--- config.mk ---
export PLATFORM = sky130hd
export DESIGN_NAME = vga_line_prefetch
export DESIGN_NICKNAME = d
export VERILOG_FILES = /design/src/rtl/vga_line_prefetch.sv
export SDC_FILE = /design/constraint.sdc
export NUM_CORES = 1
export LEC_CHECK = 0
export BUFFER_PORTS_ARGS = -buffer_cell sky130_fd_sc_hd__buf_2
export CAP_MARGIN = 20
export CORE_ASPECT_RATIO = 0.5
export CORE_MARGIN = 3
export CORE_UTILIZATION = 50
export DETAILED_ROUTE_END_ITERATION = 16
export GPL_TIMING_DRIVEN = 1
export PLACE_DENSITY = 0.67
export REMOVE_ABC_BUFFERS = 1
export SLEW_MARGIN = 20
export SYNTH_ARGS = -nofsm -noshare
export SYNTH_HDL_FRONTEND = slang
export SYNTH_SLANG_ARGS = --single-unit
--- constraint.sdc ---
create_clock -name clk -period 2.9 [get_ports clk]
set_input_delay 0.58 -clock clk [delete_from_list [all_inputs] [get_ports clk]]
set_output_delay 0.58 -clock clk [all_outputs]
set_load 0.01 [all_outputs]
--- src/rtl/vga_line_prefetch.sv ---
// Read-ahead FIFO between the SRAM controller read port and the VGA pixel path.
// Walks the frame buffer sequentially, one read in flight, showing the FIFO head to the VGA side.
//
// Ports:
//   clk, reset         system clock, synchronous active-high reset
//   frame_start        one-cycle restart pulse (flush FIFO, address 0)
//   sram_ready/data    controller idle/done flag and read data
//   sram_addr          registered read address
//   sram_start_n       active-low one-cycle request strobe
//   sram_rw            constant read
//   pix_rd             pop request from the VGA side
//   pix_data/valid     show-ahead FIFO head and non-empty flag
//   fill               FIFO occupancy
//   underflow          sticky pop-while-empty flag
//   frame_done         all reads of the frame completed
module vga_line_prefetch #(
   parameter int FRAME_WORDS = 19200,
   parameter int DEPTH       = 16,
   parameter int DATA_W      = 12
) (
   input  logic                     clk,
   input  logic                     reset,
   input  logic                     frame_start,
   input  logic                     sram_ready,
   input  logic [15:0]              sram_data,
   output logic [15:0]              sram_addr,
   output logic                     sram_start_n,
   output logic                     sram_rw,
   input  logic                     pix_rd,
   output logic [DATA_W-1:0]        pix_data,
   output logic                     pix_valid,
   output logic [$clog2(DEPTH):0]   fill,
   output logic                     underflow,
   output logic                     frame_done
);

   localparam int AW = $clog2(DEPTH);
   localparam int FW = AW + 1;

   typedef enum logic [2:0] {
      S_IDLE,
      S_REQ,
      S_WAIT_ACK,
      S_WAIT_DONE,
      S_DONE,
      S_DRAIN
   } state_t;

   state_t state_q;
   state_t state_d;

   // Remembers that the abandoned handshake has already seen ready low,
   // so DRAIN only needs the rising edge back to idle.
   logic drain_low_q;
   logic drain_low_d;

   logic push;
   logic pop;
   logic last;

   logic [DATA_W-1:0] mem [DEPTH];
   logic [AW-1:0]     wr_ptr;
   logic [AW-1:0]     rd_ptr;

   assign sram_rw   = 1'b1;
   assign last      = (sram_addr == 16'(FRAME_WORDS - 1));
   assign pix_valid = (fill != '0);
   assign pix_data  = mem[rd_ptr];

   // A pop on an empty FIFO never moves the read pointer, even when a word
   // is being written in the same cycle; that word stays for the next pop.
   assign pop = pix_rd && (fill != '0);

   generate
      if (DATA_W < 16) begin : g_unused
         logic unused_hi;
         assign unused_hi = ^sram_data[15:DATA_W];
      end
   endgenerate

   always_comb begin
      state_d     = state_q;
      drain_low_d = drain_low_q;
      push        = 1'b0;
      unique case (state_q)
         S_IDLE: begin
            if (fill < FW'(DEPTH) && !frame_done && sram_ready)
               state_d = S_REQ;
         end
         S_REQ: begin
            state_d = S_WAIT_ACK;
         end
         S_WAIT_ACK: begin
            if (!sram_ready)
               state_d = S_WAIT_DONE;
         end
         S_WAIT_DONE: begin
            if (sram_ready) begin
               push    = 1'b1;
               state_d = last ? S_DONE : S_IDLE;
            end
         end
         S_DONE: begin
            state_d = S_DONE;
         end
         S_DRAIN: begin
            drain_low_d = drain_low_q | !sram_ready;
            if (drain_low_q && sram_ready)
               state_d = S_IDLE;
         end
         default: begin
            state_d = S_IDLE;
         end
      endcase

      // Restart wins over everything: the in-flight word is discarded and
      // an unfinished handshake is run to completion in DRAIN.
      if (frame_start) begin
         push = 1'b0;
         unique case (state_q)
            S_REQ, S_WAIT_ACK: begin
               state_d     = S_DRAIN;
               drain_low_d = !sram_ready;
            end
            S_WAIT_DONE: begin
               if (sram_ready) begin
                  state_d = S_IDLE;
               end else begin
                  state_d     = S_DRAIN;
                  drain_low_d = 1'b1;
               end
            end
            S_DRAIN: begin
               state_d = S_DRAIN;
            end
            default: begin
               state_d = S_IDLE;
            end
         endcase
      end
   end

   always_ff @(posedge clk) begin
      if (reset) begin
         state_q      <= S_IDLE;
         drain_low_q  <= 1'b0;
         sram_start_n <= 1'b1;
         sram_addr    <= '0;
         frame_done   <= 1'b0;
      end else begin
         state_q      <= state_d;
         drain_low_q  <= drain_low_d;
         sram_start_n <= (state_d != S_REQ);
         if (frame_start) begin
            sram_addr  <= '0;
            frame_done <= 1'b0;
         end else if (push) begin
            if (last) begin
               sram_addr  <= '0;
               frame_done <= 1'b1;
            end else begin
               sram_addr <= sram_addr + 16'd1;
            end
         end
      end
   end

   always_ff @(posedge clk) begin
      if (reset) begin
         for (int i = 0; i < DEPTH; i++)
            mem[i] <= '0;
      end else if (push) begin
         mem[wr_ptr] <= sram_data[DATA_W-1:0];
      end
   end

   always_ff @(posedge clk) begin
      if (reset || frame_start) begin
         wr_ptr    <= '0;
         rd_ptr    <= '0;
         fill      <= '0;
         underflow <= 1'b0;
      end else begin
         if (push)
            wr_ptr <= wr_ptr + AW'(1);
         if (pop)
            rd_ptr <= rd_ptr + AW'(1);
         if (pix_rd && fill == '0)
            underflow <= 1'b1;
         if (push && !pop)
            fill <= fill + FW'(1);
         else if (!push && pop)
            fill <= fill - FW'(1);
      end
   end

endmodule

== Word-level counts from Yosys, hierarchy flattened ==
Memories as Yosys holds them, arrays and structs flattened. A register that Yosys moved wholly into a read port is not among the register bits.
Index checks and enable logic that the tools add are counted.
Word-level totals
  bits in registers: 36
  bits in writable memories: 192
  input bits: 21
  output and inout bits: 38
  logic and storage cells: 74
  memories kept: 1
Operators by class
  $add $sub $neg: 5
  $lt $le $gt $ge: 1
  equal/unequal tests: 7
  multiplexer cells: 29
  bitwise operators: 1
  reductions and logical operators: 21
Memory list
  mem: words 16, width 12, rd ports 1, clocked after Yosys merged registers in 1, wr ports 16, line 61  | logic [DATA_W-1:0] mem [DEPTH];
Operators by type and width (number)
  two-way mux 3 bit: 7
  case mux 3 bit (6 select lines): 1
  adder 16 x 1 -> 16 bit (second input constant): 1
  equality test 16 x 15 -> 1 bit (second input constant): 1
  two-way mux 16 bit: 1
  two-way mux 1 bit: 12
  two-way mux 12 bit: 1
  two-way mux 4 bit: 3
  OR reduction 12 bit: 1
  two-way mux 5 bit: 2
  adder 4 x 1 -> 4 bit (second input constant): 2
  logical AND 1 bit: 7
  equality test 3 x 2 -> 1 bit (second input constant): 2
  equality test 3 bit (second input constant): 2
  case mux 3 bit (2 select lines): 1
  adder 5 x 1 -> 5 bit (second input constant): 1
  logical NOT 5 bit: 1
  less-than comparator 5 bit (second input constant): 1
  nonzero test 5 bit: 1
  subtractor 5 x 1 -> 5 bit (second input constant): 1
  logical NOT 1 bit: 4
  OR reduction 2 bit: 2
  equality test 3 x 1 -> 1 bit (second input constant): 1
  logical NOT 3 bit: 1
  7 further kinds: 7

== Longest topological paths before layout ==
  word-level depth: 8
  depth in mapped cells: 12
  mapped depth without buffers: 10

== Least setup slack after synthesis ==
OpenSTA, ideal clock, no wires.
  path type: reg-to-reg
  start: register fill[0]
  end: register fill[4]
  setup time: 0.072 ns
  arrival: 2.690 ns
  data required time: 2.828 ns
  slack: 0.138 ns
  cell stages (with the launch flop): 10
  path buffers: 0
  clock period less this slack: 2.762 ns
  path through: dfxtp_1 -> or4_1 -> o21ai_1 -> ha_1 -> inv_1 -> fa_1 -> a21o_1 -> a21oi_1 -> mux2i_1 -> mux2i_1
Between the ends
  cells in the longest elaborated chain, start to end: 5
  elaborated cells on any way between the ends: 10
  those cells by class: add/sub (2); mux (2); reduce/logical (6)
RTL lines
  from (decl): line 32  | output logic [$clog2(DEPTH):0] fill,
  from (signal assigned): line 191  | fill <= fill + FW'(1);
  from (signal assigned): line 193  | fill <= fill - FW'(1);
  branches (longest 5 deep; another with subtractor 5 x 1 -> 5 bit)
Several ways; the timed one is not identified. The select of a mux whose other input is x is not followed.
A chain may end at the register's enable or synchronous reset.

==> results.json <==
{
  "status": "complete, but fails checks",
  "violations": "setup timing",
  "crit_top_cell": "mux4_2",
  "fin_area_um2": 12400,
  "crit_path_top_delay_cell": "mux4_2",
  "timing_hold_violations_final": 0,
  "grt_pass1_vias": 6535,
  "path_buf_inv": 3,
  "root_buffer": "clkbuf_16",
  "synth_seq_area_share_pct": 61.1,
  "synthesis.instances": 756,
  "dr.pass1.iters": 5,
  "ios": 59,
  "gr-usage-all-layers_pct": 21.1,
  "worst_ep_arrival_time_ns": 2.38,
  "die_h_um": 110,
  "ys_warn_count": 0,
  "drtIter0Drc": 504,
  "place_area_um2": 11500,
  "hp-start": "pix_rd",
  "grt_antenna_before_repair": 0,
  "cp_top_family": "multiplexers",
  "yosysTopAreaCell": "edfxtp_1",
  "dr_total_vias": 6570,
  "initial_utilization_pct": 51.6,
  "finalClockSkew_ns": 0.0125,
  "hold_buffers": 0,
  "min_path_cells": 3,
  "rsz0062_at_grt": "true",
  "powerDensity_nw_per_um2": 556,
  "fin_setup_tns_ns": -0.433,
  "antenna_cells_inserted": 0,
  "hpwl_um": 15800,
  "syn-cell-area_um2": 10800,
  "synth_cell_types": 50,
  "slew_violations": 0,
  "drive_gt1_share_pct": 24.8,
  "io_buffers": 53,
  "yosysTopAreaCellShare_pct": 53.6,
  "fp-row-count": 37,
  "crit_path_cell_trace": "buf_12, buf_4, mux4_2, mux4_2, buf_2",
  "holdPathEnd": "underflow",
  "path_clk_slew_ns": 0.07,
  "switching_share_pct": 20.7,
  "fp.dieW_um": 213,
  "p_clk_share_pct": 41.2,
  "fin_crit_ns": 2.96,
  "reg2regPathDepth": 9,
  "final-setup-viol-count": 12,
  "r2r_start": "fill[1]",
  "pwr-share-seq_pct": 54.5,
  "yosys-top-cells-area": "edfxtp_1 54%, mux4_2 13%, and3_1 8.8%",
  "grt_max_degree": 37,
  "ir_drop_uv": 451,
  "clockBufferDepth": 3,
  "endpoint_kind": "primary output",
  "p_leak_nw": 5.00,
  "grt_overflow": 0,
  "grt_pass1_wl_um": 37700,
  "finalNetCount": 844,
  "timing.rr.end": "fill[4]",
  "avgViaCountPerCell": 5.97,
  "fin_ws_ns": -0.0553,
  "power.net_switching_mw": 1.42,
  "async_reset_ff_share_pct": 0,
  "critPathLaunchType": "register",
  "crit_path_max_incr_delay_ns": 0.55,
  "r2r_slack_ns": 0.21,
  "hold_class": "input port to register",
  "postRouteAntennaNets": 0,
  "htreeDepth": 1,
  "final_cell_mix": "192 x edfxtp_1, 151 x and3_1, 60 x mux4_2",
  "syn_to_final_growth_pct": 15.1,
  "cts_tree": "built",
  "drc": 0,
  "clk_latency_ns": 0.51,
  "comb_power_share_pct": 4.3,
  "final_common_cell": "edfxtp_1",
  "worst_pin_slew_ns": 0.658,
  "die-area_um2": 23400,
  "fin_crit_sh_pct": 102,
  "cts_inserted_buffers": 22,
  "required_ns": 2.32,
  "max_freq_ghz": 0.338,
  "synth_edf_count": 192,
  "wirelength_um": 24400,
  "maxCapViolations": 0,
  "synth_area_per_cell_um2": 14.2,
  "worst-path-max-fanout": 6,
  "relSlewSlack_pct": 56.1,
  "ys_ff_latch": 232,
  "place_congestion": 0.863,
  "cts_sinks": 232,
  "wl_per_cell_um": 22.2,
  "yosys_most_used_dff": "edfxtp_1",
  "worst-setup-path-type": "register to primary output",
  "core_um2": 20800,
  "p_int_mw": 5.45
}
[worst register-to-register path, stage by stage (launching register included)]
cell,delay (ns)
dfxtp_1,0.36
or4_1,0.59
o21ai_2,0.17
ha_1,0.18
inv_1,0.11
fa_1,0.43
a21o_1,0.18
a21oi_1,0.18
mux2i_1,0.24
mux2i_1,0.19
[power groups by stage]
stage / logic (mW) / registers [mW] / clock network (mW)
final: 0.294 / 3.75 / 2.84
after global routing: 0.317 / 3.76 / 3.01
after CTS: 0.284 / 3.75 / 2.88
after detailed placement: 0.279 / 3.82 / 0
after global placement: 0.275 / 3.81 / 0
after floorplan: 0.142 / 3.81 / 0
[worst max-delay path by stage]
| stage | startpoint | end | slack, ns | cells after the start |
|---|---|---|---|---|
| 6_report | register | pix_data[4] | -0.06 | 5 |
| 5_1_grt | register | pix_data[5] | -0.1 | 5 |
| 4_1_cts | register | pix_data[8] | -0.09 | 4 |
| 3_5_place_dp | sram_ready | fill[4] | 0.18 | 11 |
| 3_3_place_gp | sram_ready | fill[4] | 0.22 | 11 |
| 2_1_floorplan | register | pix_data[0] | -0.92 | 2 |
[through the flow]
stage | hold slack (ns) | utilization, % | setup slack [ns] | power (mW) | instances
5_1_grt | 0.356 | 59.4 | -0.0954 | 7.09 | 1100
2_1_floorplan | 0.469 | - | -0.916 | 3.95 | 682
3_3_place_gp | 0.447 | 55.0 | 0.218 | 4.09 | 1053
4_1_cts | 0.336 | 58.6 | -0.0921 | 6.92 | 1096
3_5_place_dp | 0.461 | 55.0 | 0.177 | 4.10 | 1053
6_report | 0.363 | 59.4 | -0.0553 | 6.88 | 1100
[area by class of cell]
cell class	instances	area [um2]
tap	273	342
clock inverter	8	82.6
timing repair buffer	106	883
fill	1614	8460
multi-input combinational	441	3860
inverter	9	33.8
clock buffer	31	606
sequential	232	6570
[synth_stat cells (all sizes together), types with 3 or more instances]
| master | number |
|---|---|
| edfxtp | 192 |
| and3 | 151 |
| clkbuf | 60 |
| mux4 | 60 |
| and2 | 48 |
| dfxtp | 40 |
| nor2 | 30 |
| a21oi | 17 |
| a21o | 15 |
| buf | 14 |
| ha | 10 |
| nand2 | 10 |
| inv | 9 |
| xnor2 | 8 |
| nand3 | 7 |
| or3 | 7 |
| o21a | 6 |
| o21ai | 6 |
| o31ai | 6 |
| or4 | 6 |
| xor2 | 6 |
| mux2i | 5 |
| nor3 | 5 |
| or2 | 5 |
| o41ai | 4 |
| nand2b | 3 |
| nand4 | 3 |
| nor4 | 3 |
| or4b | 3 |
[metal layers]
layer	vias up	GRT usage, %	share of wire, %
li1	3019	-	-
met1	3315	30.5	44
met2	202	32.9	46
met3	34	5.67	7.9
met4	0	4.38	1.6
met5	-	0	0
[registers in the layout (all words and copies together), names as in the netlist, named ones only]
register      count
underflow         1
sram_start_n      1
frame_done        1
rd_ptr            4
fill              5
wr_ptr            4
mem             192
state_q           3
drain_low_q       1
sram_addr        16
[kinds of logic after synthesis]
family	count (synthesis)	synth area share, %
AND/OR/NAND/NOR	291	16.5
flip-flops	232	61.1
buffers and inverters	83	3.18
multiplexers	65	13.0
AO/OA/AOI/OAI	59	3.65
XOR/XNOR	14	1.14
adder cells (fa/ha/maj)	11	1.35
other	1	0.0349
[timing repair]
action                     4_1_cts  5_1_grt
setup endpoints to repair       12       13
buffers inserted                 4        2
cloned                           0        3
gates resized for setup          4       14
Power figures use the tool's default switching activity.
